===== src/rtl/noc_pkg.sv =====
// Shared NoC definitions: flit type encodings, flit type decode helper and
// packet counter width. The guarded macros below supply the params.svh values
// when that header is not already part of the build.
`ifndef DW
`define DW 32
`endif
`ifndef HEAD
`define HEAD 2'b10
`endif
`ifndef TAIL
`define TAIL 2'b01
`endif
`ifndef PKT_LEN
`define PKT_LEN 4
`endif

package noc_pkg;

  localparam int PKT_CNT_W = 16;

  typedef enum logic [1:0] {
    FLIT_BODY = 2'b00,
    FLIT_TAIL = `TAIL,
    FLIT_HEAD = `HEAD
  } flit_type_t;

  // Any code that is neither HEAD nor TAIL is treated as a body flit.
  function automatic flit_type_t flit_type(input logic [`DW-1:0] data);
    logic [1:0] code;
    code = data[`DW-1:`DW-2];
    if (code == `HEAD) return FLIT_HEAD;
    else if (code == `TAIL) return FLIT_TAIL;
    else return FLIT_BODY;
  endfunction

endpackage


===== src/rtl/credit_counter.sv =====
// Saturating credit up/down counter. Starts full at CREDIT_NUM; an increment
// at full saturates and raises ovf_err for that cycle. Simultaneous inc and
// dec leave the count unchanged.
module credit_counter #(
  parameter int CREDIT_NUM = 16,
  parameter int CW         = $clog2(CREDIT_NUM + 1)
) (
  input  logic          clk,
  input  logic          rstn,
  input  logic          inc,
  input  logic          dec,
  output logic [CW-1:0] cnt,
  output logic          ovf_err
);

  localparam logic [CW-1:0] CNT_MAX = CW'(CREDIT_NUM);

  logic [CW-1:0] cnt_q, cnt_d;

  // Next count with saturation at both ends.
  always_comb begin
    cnt_d   = cnt_q;
    ovf_err = 1'b0;
    if (inc && !dec) begin
      if (cnt_q == CNT_MAX) ovf_err = 1'b1;
      else cnt_d = cnt_q + 1'b1;
    end else if (dec && !inc && (cnt_q != '0)) begin
      cnt_d = cnt_q - 1'b1;
    end
  end

  // Count register, reset full.
  always_ff @(posedge clk or negedge rstn) begin
    if (!rstn) cnt_q <= CNT_MAX;
    else       cnt_q <= cnt_d;
  end

  assign cnt = cnt_q;

endmodule


===== src/rtl/ni_credit_sender.sv =====
// Router local output stage feeding the network interface receive port.
// Flits are gated by a credit counter (the interface never back-pressures),
// registered with latency 1, and checked for HEAD/TAIL framing.
// Optional macro NI_PKT_ADMIT_EN: a HEAD in IDLE is admitted only when a whole
// packet's worth of credits (`PKT_LEN) is available; requires
// CREDIT_NUM >= `PKT_LEN.
module ni_credit_sender
  import noc_pkg::*;
#(
  parameter int CREDIT_NUM = 16,
  parameter int CW         = $clog2(CREDIT_NUM + 1)
) (
  input  logic                 clk,
  input  logic                 rstn,
  input  logic                 valid_i,
  input  logic [`DW-1:0]       data_i,
  output logic                 ready_o,
  output logic                 valid_o,
  output logic [`DW-1:0]       data_o,
  input  logic                 credit_upd,
  output logic [CW-1:0]        credit_o,
  output logic [PKT_CNT_W-1:0] pkt_cnt_o,
  output logic                 err_o
);

  typedef enum logic {ST_IDLE, ST_BODY} state_t;

  state_t                 state_q, state_d;
  logic                   valid_q, valid_d;
  logic [`DW-1:0]         data_q, data_d;
  logic [PKT_CNT_W-1:0]   pkt_cnt_q, pkt_cnt_d;
  logic                   err_q, err_d;
  logic                   accept;
  logic                   frame_err;
  logic                   ovf_err;
  flit_type_t             ft;

  credit_counter #(.CREDIT_NUM(CREDIT_NUM), .CW(CW)) u_credit (
    .clk     (clk),
    .rstn    (rstn),
    .inc     (credit_upd),
    .dec     (accept),
    .cnt     (credit_o),
    .ovf_err (ovf_err)
  );

  // Admission: per-flit by default, whole-packet for a HEAD when enabled.
  always_comb begin
`ifdef NI_PKT_ADMIT_EN
    ready_o = (state_q == ST_BODY) ? (credit_o != '0)
                                   : (credit_o >= CW'(`PKT_LEN));
`else
    ready_o = (credit_o != '0);
`endif
  end

  assign accept = valid_i & ready_o;
  assign ft     = flit_type(data_i);

  // Framing FSM, output register and sticky error next-state.
  always_comb begin
    state_d   = state_q;
    pkt_cnt_d = pkt_cnt_q;
    frame_err = 1'b0;
    valid_d   = accept;
    data_d    = accept ? data_i : data_q;
    if (accept) begin
      case (state_q)
        ST_IDLE: begin
          if (ft == FLIT_HEAD) state_d = ST_BODY;
          else                 frame_err = 1'b1;
        end
        ST_BODY: begin
          if (ft == FLIT_TAIL) begin
            state_d   = ST_IDLE;
            pkt_cnt_d = pkt_cnt_q + 1'b1;
          end else if (ft == FLIT_HEAD) begin
            frame_err = 1'b1;
          end
        end
        default: state_d = ST_IDLE;
      endcase
    end
    err_d = err_q | frame_err | ovf_err;
  end

  // State and output registers.
  always_ff @(posedge clk or negedge rstn) begin
    if (!rstn) begin
      state_q   <= ST_IDLE;
      valid_q   <= 1'b0;
      data_q    <= '0;
      pkt_cnt_q <= '0;
      err_q     <= 1'b0;
    end else begin
      state_q   <= state_d;
      valid_q   <= valid_d;
      data_q    <= data_d;
      pkt_cnt_q <= pkt_cnt_d;
      err_q     <= err_d;
    end
  end

  assign valid_o   = valid_q;
  assign data_o    = data_q;
  assign pkt_cnt_o = pkt_cnt_q;
  assign err_o     = err_q;

endmodule


===== config.mk =====
export PLATFORM = sky130hd
export DESIGN_NAME = ni_credit_sender
export DESIGN_NICKNAME = d
export VERILOG_FILES = /design/src/rtl/noc_pkg.sv /design/src/rtl/credit_counter.sv /design/src/rtl/ni_credit_sender.sv
export SDC_FILE = /design/constraint.sdc
export NUM_CORES = 1
export LEC_CHECK = 0
export CORE_MARGIN = 1.5
export CORE_UTILIZATION = 44
export DETAILED_ROUTE_END_ITERATION = 8
export PLACE_DENSITY = 0.79
export SETUP_SLACK_MARGIN = 0.4
export SLEW_MARGIN = 40
export SYNTH_ARGS = -nofsm -noshare
export SYNTH_HDL_FRONTEND = slang
export SYNTH_SLANG_ARGS = --single-unit
export TNS_END_PERCENT = 10

===== constraint.sdc =====
create_clock -name clk -period 3.3 [get_ports clk]
set_input_delay 0.66 -clock clk [delete_from_list [all_inputs] [get_ports clk]]
set_output_delay 0.66 -clock clk [all_outputs]
set_load 0.1 [all_outputs]

==> results.yml, run 1 <==
die:
  rows: 27
  core-area_um2: 5470
  fp.dieArea_um2: 6120
  die_y_um: 78.2
  initial_utilization: 0.455
  floorplan.io_pins: 92
  die_w_um: 78.2
worst_setup_path:
  worst_endpoint_required_time_ns: 3.53
  r2r-start: "u_credit.cnt[2]$_DFFE_PN0P_"
  path_max_fanout: 6
  worst_setup_path_end_kind: "flop"
  worstSetupEndpoint: "u_credit.cnt[4]$_DFFE_PN1P_"
  arrival_ns: 2.99
  r2r_setup_slack_ns: 0.55
  type_of_origin_of_the_critical_path: "flop"
  worstReg2RegEnd: "u_credit.cnt[4]$_DFFE_PN1P_"
  r2r.worst_path.cells: 8
  timing.setup.critical_path_class: "flop to flop"
  cp-startpoint: "u_credit.cnt[2]$_DFFE_PN0P_"
logic_synthesis:
  synth_top_cell_by_area: "sky130_fd_sc_hd__dfrtp_1"
  avgSynthCellArea_um2: 9.88
  synth_top_cell_area_share: 0.553
  yosys-top-cells-area: "sky130_fd_sc_hd__dfrtp_1 (55%), sky130_fd_sc_hd__nand2_1 (16%), sky130_fd_sc_hd__xnor2_1 (4.2%), sky130_fd_sc_hd__ha_1 (2.5%), sky130_fd_sc_hd__xor2_1 (2.5%)"
  number_of_instances_in_the_synthesized_netlist: 252
  synthDistinctLibCells: 35
  synth_seq_cells: 56
  ys_warn_count: 0
  syn_area_um2: 2490
  syn-num-nets: 294
  ys_seq_area_frac: 0.563
power:
  power.clock.fraction: 0.163
  comb_power_share: 0.532
  share_seq_of_total_power: 0.305
  internal-power_mw: 1.55
  total_power_mw: 3.22
  power.leakage_nw: 1.78
  vdd_ir_drop_max_v: 0.000619
  switching_power_mw: 1.67
  p_sw_frac: 0.518
  powerDensity_nw_per_um2: 913
timing:
  min_period_over_period: 0.835
  worst-slew-pin-transition_ns: 0.681
  unrepaired_setup_endpoints_after_global_routing: "no"
  finalMaxSlewViolations: 0
  tns_ns: 0
  finClkSkew_ns: 0.00781
  whs_ns: 0.384
  setup_viol: 0
  max-slew-margin-rel: 0.546
  min_period_ns: 2.75
  maximum_operating_frequency_mhz: 363
  hold_viol: 0
clock_tree:
  cts_tree: "yes"
  post_cts_resized: 0
  cts_hold_buf: 0
  clockRootBuffer: "sky130_fd_sc_hd__clkbuf_8"
  clk_pin_slew_worst_paths_ns: 0.10
  numCtsBuffers: 5
  max_h_tree_level: 2
  clk_latency_ns: 0.31
  cts_setup_buffers: 0
  clockBufferDepth: 2
  numClockSinks: 56
route:
  ant_nets: 0
  drc: 0
  via_count: 2037
  detail_route.first_pass.iterations: 4
  drt-vias-per-instance: 4.85
  wl_mm: 5.53
  route.detailed.wl_per_inst_um: 13.2
  starting_drt_drc_count: 84
cells_and_area:
  final_design_area_no_fill_um2: 3530
  instances_no_fill: 420
  finish.net_count: 389
  post_route_cells_drive_above_1_share: 0.253
  syn2layout_area_growth_pct: 41.8
  num-fill-cells: 457
  insertedDiodeCount: 0
global_routing:
  grt_pass1_vias: 2037
  global_route.overflow_total: 0
  antenna_violations_before_repair: 0
  gr-usage-all-layers: 0.194
  grt_first_pass_wirelength_mm: 9.51
  grt_max_degree: 38
run:
  max_cap_viol_count: 0
run_status:
  outcome: "finished, final reports clean"
placed_design:
  placed_cells_incl_taps: 412
  post-dp-hpwl_mm: 4.05
  numPortBuffers: 91
  gp_congestion: 0.759
  placement.cell_area_um2: 3390
min_path:
  holdCritPathClass: "primary input to asynchronous set/reset pin"
## critical path, stage by stage, from the launching register on
cell and delay, ns:
sky130_fd_sc_hd__dfrtp_4 0.53, sky130_fd_sc_hd__or4_4 0.60, sky130_fd_sc_hd__o21ai_4 0.23, sky130_fd_sc_hd__nand2_8 0.09, sky130_fd_sc_hd__ha_4 0.30, sky130_fd_sc_hd__nand2_2 0.05
sky130_fd_sc_hd__o21ai_2 0.20, sky130_fd_sc_hd__mux2_4 0.32, sky130_fd_sc_hd__a2111o_1 0.36
## synth_stat cells, drive strengths merged
library cell / count
mux2i: 2
nand3: 6
xor2: 7
fa: 1
a2111o: 1
and3b: 1
nand2b: 1
o2111ai: 1
dfstp: 1
nor2: 2
nand4: 5
nor3: 6
a21oi: 4
o211ai: 1
inv: 8
nand2: 105
or4: 1
ha: 5
xnor2: 12
o21ai: 6
clkbuf: 2
buf: 6
nor4: 1
o211a: 1
and3: 4
mux2: 4
dfrtp: 55
and4: 2
a41oi: 1
## cell families after synthesis
group,after synthesis,synth area share
flip-flops,56,0.563
AO/OA/AOI/OAI,15,0.0442
XOR/XNOR,19,0.0668
multiplexers,6,0.0261
AND/OR/NAND/NOR,134,0.231
buffers and inverters,16,0.0357
adder cells (fa/ha/maj),6,0.0332
## how the worst min path moves through the flow
stage,endpoint,cells after the start,start
finish,data_o[12]$_DFFE_PN0P_,1,rstn
global route,data_o[12]$_DFFE_PN0P_,1,rstn
detailed placement,data_o[26]$_DFFE_PN0P_,2,data_o[26]$_DFFE_PN0P_
floorplan,data_o[0]$_DFFE_PN0P_,0,rstn
CTS,data_o[21]$_DFFE_PN0P_,1,rstn
global placement,data_o[31]$_DFFE_PN0P_,2,data_o[31]$_DFFE_PN0P_
## per-layer routing
metal  track usage  vias to the layer above  part of all wire
li1              -                     1007                 -
met1         0.264                      962              0.46
met2         0.316                       62              0.47
met3        0.0419                        6             0.061
met4        0.0500                        0            0.0096
met5             0                        -                 0
## flip-flops by register name (all words and copies together) (netlist names)
name and cells:
valid_o 1, u_credit.cnt 5, state_q 1, pkt_cnt_o 16
err_o 1, data_o 32
## placed cells by master (no fill, tap or decap), types with 2 or more instances in the layout
cell type                         synthesis  layout
sky130_fd_sc_hd__a21oi_1                  3       3
sky130_fd_sc_hd__and3_1                   4       4
sky130_fd_sc_hd__and4_1                   2       2
sky130_fd_sc_hd__buf_4                    1      61
sky130_fd_sc_hd__bufinv_16                0       2
sky130_fd_sc_hd__clkbuf_8                 0       5
sky130_fd_sc_hd__clkdlybuf4s50_1          0      34
sky130_fd_sc_hd__dfrtp_1                 55      51
sky130_fd_sc_hd__dfrtp_2                  0       2
sky130_fd_sc_hd__dfrtp_4                  0       2
sky130_fd_sc_hd__ha_1                     5       3
sky130_fd_sc_hd__ha_4                     0       2
sky130_fd_sc_hd__inv_1                    7       7
sky130_fd_sc_hd__mux2_1                   2       2
sky130_fd_sc_hd__mux2i_1                  2       2
sky130_fd_sc_hd__nand2_1                105     103
sky130_fd_sc_hd__nand3_1                  6       6
sky130_fd_sc_hd__nand4_1                  5       5
sky130_fd_sc_hd__nor2_1                   2       2
sky130_fd_sc_hd__nor3_1                   6       6
sky130_fd_sc_hd__o21ai_0                  5       4
sky130_fd_sc_hd__xnor2_1                 12      12
sky130_fd_sc_hd__xor2_1                   7       7
## layout make-up
class / count / area [um2] / area share
clock buffer: 5 / 68.8 / 0.0195
clock inverter: 3 / 68.8 / 0.0195
inverter: 8 / 30.0 / 0.00850
multi-input combinational: 180 / 1060 / 0.299
sequential: 56 / 1410 / 0.400
tap: 72 / 90.1 / 0.0255
timing repair buffer: 96 / 803 / 0.227
## power groups by stage
stage                     combinational (mW)  clock [mW]  sequential (mW)
final                                   1.72       0.524            0.984
after global placement                  1.70           0            0.987
after global routing                    1.81       0.564             1.01
after floorplan                        0.392           0             1.94
after detailed placement                1.73           0            0.997
after CTS                               1.73       0.538            0.984
## stage by stage
step	worst slack [ns]	util
after floorplan	0.405	-
after global placement	0.456	0.620
after detailed placement	0.419	0.620
after CTS	0.530	0.645
after global routing	0.431	0.645
final	0.545	0.645
No activity file was read; power rests on OpenSTA's default activity.
==> run 2, diff against run 1 <==
Clock period 3.3 ns to 2.8 ns, I/O delays scaled along.
==> results.yml, run 2 (same netlist as run 1, synthesis figures left out) <==
run_status:
  outcome: "finished, final reports clean"
worst_setup_path:
  r2r.worst_path.cells: 8
  worstReg2RegEnd: "u_credit.cnt[4]$_DFFE_PN1P_"
  cp-startpoint: "u_credit.cnt[0]$_DFFE_PN0P_"
  timing.setup.critical_path_class: "flop to flop"
  cpPeakStageDelay_ns: 0.57
  timing.critical_path.buf_inv: 0
  type_of_origin_of_the_critical_path: "flop"
  r2r-start: "u_credit.cnt[0]$_DFFE_PN0P_"
  crit_path_top_delay_cell: "sky130_fd_sc_hd__or4_4"
  arrival_ns: 2.85
  path_max_fanout: 5
  worst_endpoint_required_time_ns: 3.04
  worstSetupEndpoint: "u_credit.cnt[4]$_DFFE_PN1P_"
  worst_setup_path_end_kind: "flop"
  r2r_setup_slack_ns: 0.19
  crit_cells: 8
  path_cells: "or4_4, o21ai_4, nand2_8, ha_4, nand2_2, o21ai_2, mux2_4, a2111o_1"
  critical_path.top_delay_family: "compound AO/OA/AOI/OAI gates"
route:
  ant_nets: 0
  drt-vias-per-instance: 4.86
  via_count: 2059
  route.detailed.wl_per_inst_um: 13.3
  drc: 0
  wl_mm: 5.65
  detail_route.first_pass.iterations: 4
  starting_drt_drc_count: 89
placed_design:
  placement.cell_area_um2: 3410
  post-dp-hpwl_mm: 4.06
  numPortBuffers: 91
  place_ws_ns: 0.0708
  gp_congestion: 0.837
clock_tree:
  cts_tree: "yes"
  cts_hold_buf: 0
  numClockSinks: 56
  numCtsBuffers: 5
  clockRootBuffer: "sky130_fd_sc_hd__clkbuf_8"
  max_h_tree_level: 2
  clk_pin_slew_worst_paths_ns: 0.09
  clk_latency_ns: 0.31
  clockBufferDepth: 2
cells_and_area:
  final_design_area_no_fill_um2: 3540
  largest_register_ff_count: 32
  num-fill-cells: 447
  most_frequent_standard_cell_in_the_layout_excluding_fill_and_tap_cells: "sky130_fd_sc_hd__nand2_1"
  area_of_the_multi_input_gates_um2: 1060
  mostFrequentLayoutCells: "sky130_fd_sc_hd__nand2_1 (103), sky130_fd_sc_hd__buf_4 (67), sky130_fd_sc_hd__dfrtp_1 (51)"
  post_route_cells_drive_above_1_share: 0.264
  finish.net_count: 395
  insertedDiodeCount: 0
  syn2layout_area_growth_pct: 42.2
  final-seq-area_um2: 1410
timing:
  setup_ws_ns: 0.187
  worst-slew-pin-transition_ns: 0.455
  maximum_operating_frequency_mhz: 383
  tns_ns: 0
  finClkSkew_ns: 0.00496
  hold_viol: 0
  setup_viol: 0
  min_period_ns: 2.61
  finalMaxSlewViolations: 0
  min_period_over_period: 0.933
  unrepaired_setup_endpoints_after_global_routing: "yes"
  max-slew-margin-rel: 0.694
die:
  fp.dieArea_um2: 6120
  rows: 27
  die_y_um: 78.2
  initial_utilization: 0.455
  die_w_um: 78.2
  core-area_um2: 5470
  floorplan.io_pins: 92
global_routing:
  global_route.overflow_total: 0
  grt_pass1_vias: 1950
  grt_max_degree: 38
  antenna_violations_before_repair: 0
  grt_first_pass_wirelength_mm: 9.20
  gr-usage-all-layers: 0.191
min_path:
  holdCritPathClass: "primary input to asynchronous set/reset pin"
power:
  powerDensity_nw_per_um2: 1060
  power.leakage_nw: 1.79
  vdd_ir_drop_max_v: 0.000659
run:
  max_cap_viol_count: 0
## run 2: changes by cell type in the layout (fill, tap and decap cells not counted)
| cell | previous run | this run |
|---|---|---|
| sky130_fd_sc_hd__buf_4 | 61 | 67 |
| sky130_fd_sc_hd__a21oi_1 | 3 | 2 |
| sky130_fd_sc_hd__a21oi_2 | 1 | 2 |
| sky130_fd_sc_hd__bufinv_16 | 2 | 1 |
| sky130_fd_sc_hd__inv_6 | 1 | 0 |
## run 2: stage by stage
step,cells,utilization,hold WS (ns),power [mW]
global route,424,0.647,0.0399,3.93
finish,424,0.647,0.0432,3.74
global placement,414,0.623,0.373,3.18
floorplan,252,-,0.264,2.75
detailed placement,414,0.623,0.370,3.21
CTS,424,0.647,0.0370,3.77
## run 2: worst min-delay path by stage
stage | slack [ns] | to | start | cells past startpoint
after floorplan | 0.26 | data_o[0]$_DFFE_PN0P_ | rstn | 0
after global placement | 0.37 | data_o[29]$_DFFE_PN0P_ | rstn | 1
after detailed placement | 0.37 | data_o[21]$_DFFE_PN0P_ | rstn | 1
after CTS | 0.04 | data_o[21]$_DFFE_PN0P_ | rstn | 1
after global routing | 0.04 | data_o[21]$_DFFE_PN0P_ | rstn | 1
final | 0.04 | data_o[21]$_DFFE_PN0P_ | rstn | 1
## run 2: routing by layer
metal | part of all wire | vias to the layer above | global-route usage
met1 | 0.45 | 960 | 0.263
li1 | - | 1014 | -
met4 | 0.020 | 0 | 0.0714
met2 | 0.45 | 77 | 0.290
met5 | 0 | - | 0
met3 | 0.074 | 8 | 0.0512
## run 2: report_power, final
part | total [mW] | switching [mW] | internal (mW)
clock network | 0.500 | 0.243 | 0.257
logic | 2.11 | 1.58 | 0.534
registers | 1.13 | 0.145 | 0.986
total | 3.74 | 1.97 | 1.78
## run 2: cell type report
| cell class | count | share of cell area |
|---|---|---|
| Multi-Input combinational cell | 180 | 0.300 |
| Timing Repair Buffer | 102 | 0.240 |
| Tap cell | 72 | 0.0254 |
| Inverter | 8 | 0.00848 |
| Clock buffer | 5 | 0.0194 |
| Clock inverter | 1 | 0.00848 |
| Sequential cell | 56 | 0.399 |
## run 2: worst reg2reg max path: stages (launching register included)
cell and delay [ns]:
sky130_fd_sc_hd__dfrtp_4 0.48, sky130_fd_sc_hd__or4_4 0.57, sky130_fd_sc_hd__o21ai_4 0.24, sky130_fd_sc_hd__nand2_8 0.10, sky130_fd_sc_hd__ha_4 0.30, sky130_fd_sc_hd__nand2_2 0.05
sky130_fd_sc_hd__o21ai_2 0.14, sky130_fd_sc_hd__mux2_4 0.32, sky130_fd_sc_hd__a2111o_1 0.36
## run 2: repair_timing
item	CTS	global route
gates resized for setup	1	0
setup endpoints to repair	2	4
pin swaps	4	0
setup buffers	4	0
endpoints found under the hold margin	0	0
==> run 3, diff against run 2 <==
Settings changed: CORE_MARGIN 1.5 to 8, CORE_UTILIZATION 44 to 45, GPL_TIMING_DRIVEN from default to 0, PLACE_DENSITY 0.79 to 0.8, SYNTH_HIERARCHICAL from default to 1.
==> results.yml, run 3 <==
worst_setup_path:
  timing.setup.critical_path_class: "flop to flop"
  path_max_fanout: 5
  cp-startpoint: "u_credit/cnt[2]$_DFFE_PN0P_"
  crit_path_top_delay_cell: "sky130_fd_sc_hd__dfrtp_4"
  r2r_setup_slack_ns: 0.17
  worstSetupEndpoint: "u_credit/cnt[3]$_DFFE_PN0P_"
  arrival_ns: 2.83
  worstReg2RegEnd: "u_credit/cnt[3]$_DFFE_PN0P_"
  r2r.worst_path.cells: 11
  r2r-start: "u_credit/cnt[2]$_DFFE_PN0P_"
  worst_setup_path_end_kind: "flop"
  critical_path.top_delay_family: "compound AO/OA/AOI/OAI gates"
  type_of_origin_of_the_critical_path: "flop"
  cpPeakStageDelay_ns: 0.50
  timing.critical_path.buf_inv: 4
  path_cells: "nor4_4, a21bo_1, inv_4, buf_8, buf_6, nand2b_4, buf_12, ha_1, a21boi_1, nor3_1, o221a_1"
  worst_endpoint_required_time_ns: 3.00
  crit_cells: 11
clock_tree:
  clk_latency_ns: 0.30
  cts_tree: "yes"
  numClockSinks: 56
  clk_pin_slew_worst_paths_ns: 0.10
  max_h_tree_level: 2
  numCtsBuffers: 5
  clockBufferDepth: 2
  cts_hold_buf: 0
  clockRootBuffer: "sky130_fd_sc_hd__clkbuf_8"
die:
  rows: 27
  fp.dieArea_um2: 8420
  core-area_um2: 5540
  die_y_um: 91.7
  floorplan.io_pins: 92
  die_w_um: 91.7
  initial_utilization: 0.466
route:
  detail_route.first_pass.iterations: 4
  ant_nets: 0
  wl_mm: 6.56
  drc: 0
  starting_drt_drc_count: 77
  via_count: 2172
  drt-vias-per-instance: 4.90
  route.detailed.wl_per_inst_um: 14.8
cells_and_area:
  mostFrequentLayoutCells: "sky130_fd_sc_hd__nand2_1 (104), sky130_fd_sc_hd__buf_2 (57), sky130_fd_sc_hd__dfrtp_1 (51)"
  syn2layout_area_growth_pct: 38.4
  most_frequent_standard_cell_in_the_layout_excluding_fill_and_tap_cells: "sky130_fd_sc_hd__nand2_1"
  finish.net_count: 411
  final-seq-area_um2: 1420
  instances_no_fill: 443
  final_util: 0.645
  largest_register_ff_count: 32
  post_route_cells_drive_above_1_share: 0.280
  area_of_the_multi_input_gates_um2: 1110
  final_design_area_no_fill_um2: 3570
  num-fill-cells: 488
  insertedDiodeCount: 0
placed_design:
  placement.cell_area_um2: 3360
  post-dp-hpwl_mm: 4.84
  placed_cells_incl_taps: 423
  numPortBuffers: 91
  gp_congestion: 0.831
min_path:
  holdCritPathClass: "primary input to asynchronous set/reset pin"
logic_synthesis:
  synth_top_cell_area_share: 0.533
  syn-num-nets: 300
  synth_async_sr_flop_share: 1.00
  synth_top_cell_by_area: "sky130_fd_sc_hd__dfrtp_1"
  synthDistinctLibCells: 48
  avgSynthCellArea_um2: 9.97
  syn_area_um2: 2580
  ys_seq_area_frac: 0.543
  synthFlopType: "sky130_fd_sc_hd__dfrtp_1"
  synthMostInstantiatedCell: "sky130_fd_sc_hd__nand2_1"
  number_of_instances_in_the_synthesized_netlist: 259
  synth.cells.most_frequent: "sky130_fd_sc_hd__nand2_1 (104), sky130_fd_sc_hd__dfrtp_1 (55), sky130_fd_sc_hd__xnor2_1 (14)"
  synth_enable_flop_cells: 0
  yosys-top-cells-area: "sky130_fd_sc_hd__dfrtp_1 (53%), sky130_fd_sc_hd__nand2_1 (15%), sky130_fd_sc_hd__xnor2_1 (4.8%), sky130_fd_sc_hd__ha_1 (1.9%), sky130_fd_sc_hd__mux2i_1 (1.6%)"
  synth_seq_cells: 56
  ys_warn_count: 6
run_status:
  outcome: "finished, final reports clean"
power:
  vdd_ir_drop_max_v: 0.000710
  powerDensity_nw_per_um2: 982
  power.leakage_nw: 1.81
timing:
  finClkSkew_ns: 0.00554
  min_period_ns: 2.63
  setup_viol: 0
  max-slew-margin-rel: 0.668
  worst-slew-pin-transition_ns: 0.497
  min_period_over_period: 0.939
  hold_viol: 0
  maximum_operating_frequency_mhz: 380
  whs_ns: 0.153
  unrepaired_setup_endpoints_after_global_routing: "yes"
  finalMaxSlewViolations: 0
global_routing:
  global_route.overflow_total: 0
  gr-usage-all-layers: 0.159
  grt_pass1_vias: 2326
  grt_max_degree: 33
  grt_first_pass_wirelength_mm: 11.1
  antenna_violations_before_repair: 0
run:
  max_cap_viol_count: 0
run 3: changes by cell type in the layout (fill, tap and decap cells not counted), moves of 3 or more:
cell                       before  now
sky130_fd_sc_hd__nand3b_1       0    3
sky130_fd_sc_hd__inv_1          7    2
sky130_fd_sc_hd__buf_4         67   15
sky130_fd_sc_hd__nor3_1         6    3
sky130_fd_sc_hd__clkbuf_1       0    3
sky130_fd_sc_hd__xor2_1         7    4
sky130_fd_sc_hd__buf_6          0    4
sky130_fd_sc_hd__buf_2          1   57
run 3: final cells by class:
| cell class | count | area share |
|---|---|---|
| tap | 72 | 0.0252 |
| clock inverter | 1 | 0.00210 |
| timing repair buffer | 104 | 0.210 |
| sequential | 56 | 0.396 |
| buffer | 11 | 0.0266 |
| clock buffer | 7 | 0.0242 |
| inverter | 3 | 0.00385 |
| multi-input combinational | 189 | 0.312 |
run 3: logic make-up (layout without fill, tap and decap cells):
| family | Yosys count | count (layout) | share of synthesized area |
|---|---|---|---|
| DFF | 56 | 56 | 0.543 |
| buffers and inverters | 14 | 126 | 0.0359 |
| and+or+nand+nor | 141 | 141 | 0.249 |
| adders and majority gates | 5 | 5 | 0.0271 |
| xor gates and xnor gates | 18 | 18 | 0.0611 |
| AOI/OAI and AO/OA | 20 | 20 | 0.0640 |
| muxes | 5 | 5 | 0.0199 |
run 3: metal layers:
layer / track usage / share of wire
met5: 0 / 0
met4: 0.0322 / 0.0043
met3: 0.0750 / 0.11
met2: 0.267 / 0.47
met1: 0.181 / 0.41
run 3: how the worst min path moves through the flow:
stage / from / to / slack [ns] / depth (start not counted)
finish: rstn / data_o[3]$_DFFE_PN0P_ / 0.15 / 1
global route: rstn / data_o[3]$_DFFE_PN0P_ / 0.17 / 1
CTS: rstn / data_o[3]$_DFFE_PN0P_ / 0.16 / 1
detailed placement: data_o[14]$_DFFE_PN0P_ / data_o[14]$_DFFE_PN0P_ / 0.46 / 2
global placement: data_o[15]$_DFFE_PN0P_ / data_o[15]$_DFFE_PN0P_ / 0.46 / 2
floorplan: rstn / data_o[0]$_DFFE_PN0P_ / 0.26 / 0
run 3: stage by stage:
step                      power (mW)  TNS (ns)  setup slack, ns
after global placement          3.09    -33.69           -0.959
after CTS                       3.52         0           0.0989
after detailed placement        2.99    -0.557           -0.269
final                           3.51         0            0.172
after floorplan                 2.63   -0.0350          -0.0350
after global routing            3.68         0           0.0641
run 3: worst reg2reg max path, cell delays in order (launching register included):
cell and delay [ns]:
sky130_fd_sc_hd__dfrtp_4 0.50, sky130_fd_sc_hd__nor4_4 0.32, sky130_fd_sc_hd__a21bo_1 0.22, sky130_fd_sc_hd__inv_4 0.05, sky130_fd_sc_hd__buf_8 0.11, sky130_fd_sc_hd__buf_6 0.10, sky130_fd_sc_hd__nand2b_4 0.15, sky130_fd_sc_hd__buf_12 0.14
sky130_fd_sc_hd__ha_1 0.33, sky130_fd_sc_hd__a21boi_1 0.25, sky130_fd_sc_hd__nor3_1 0.09, sky130_fd_sc_hd__o221a_1 0.26
run 3: where the power goes:
| part | switching, mW | total (mW) | internal, mW | leakage (nW) |
|---|---|---|---|---|
| Sequential | 0.129 | 1.10 | 0.969 | 0.691 |
| Combinational | 1.48 | 1.95 | 0.471 | 1.07 |
| Clock | 0.259 | 0.461 | 0.202 | 0.0445 |
run 3: repair_timing:
action | CTS | global route
pin swaps | 6 | 5
resized for setup | 2 | 2
setup buffers | 11 | 1
endpoints found under the setup margin | 4 | 4
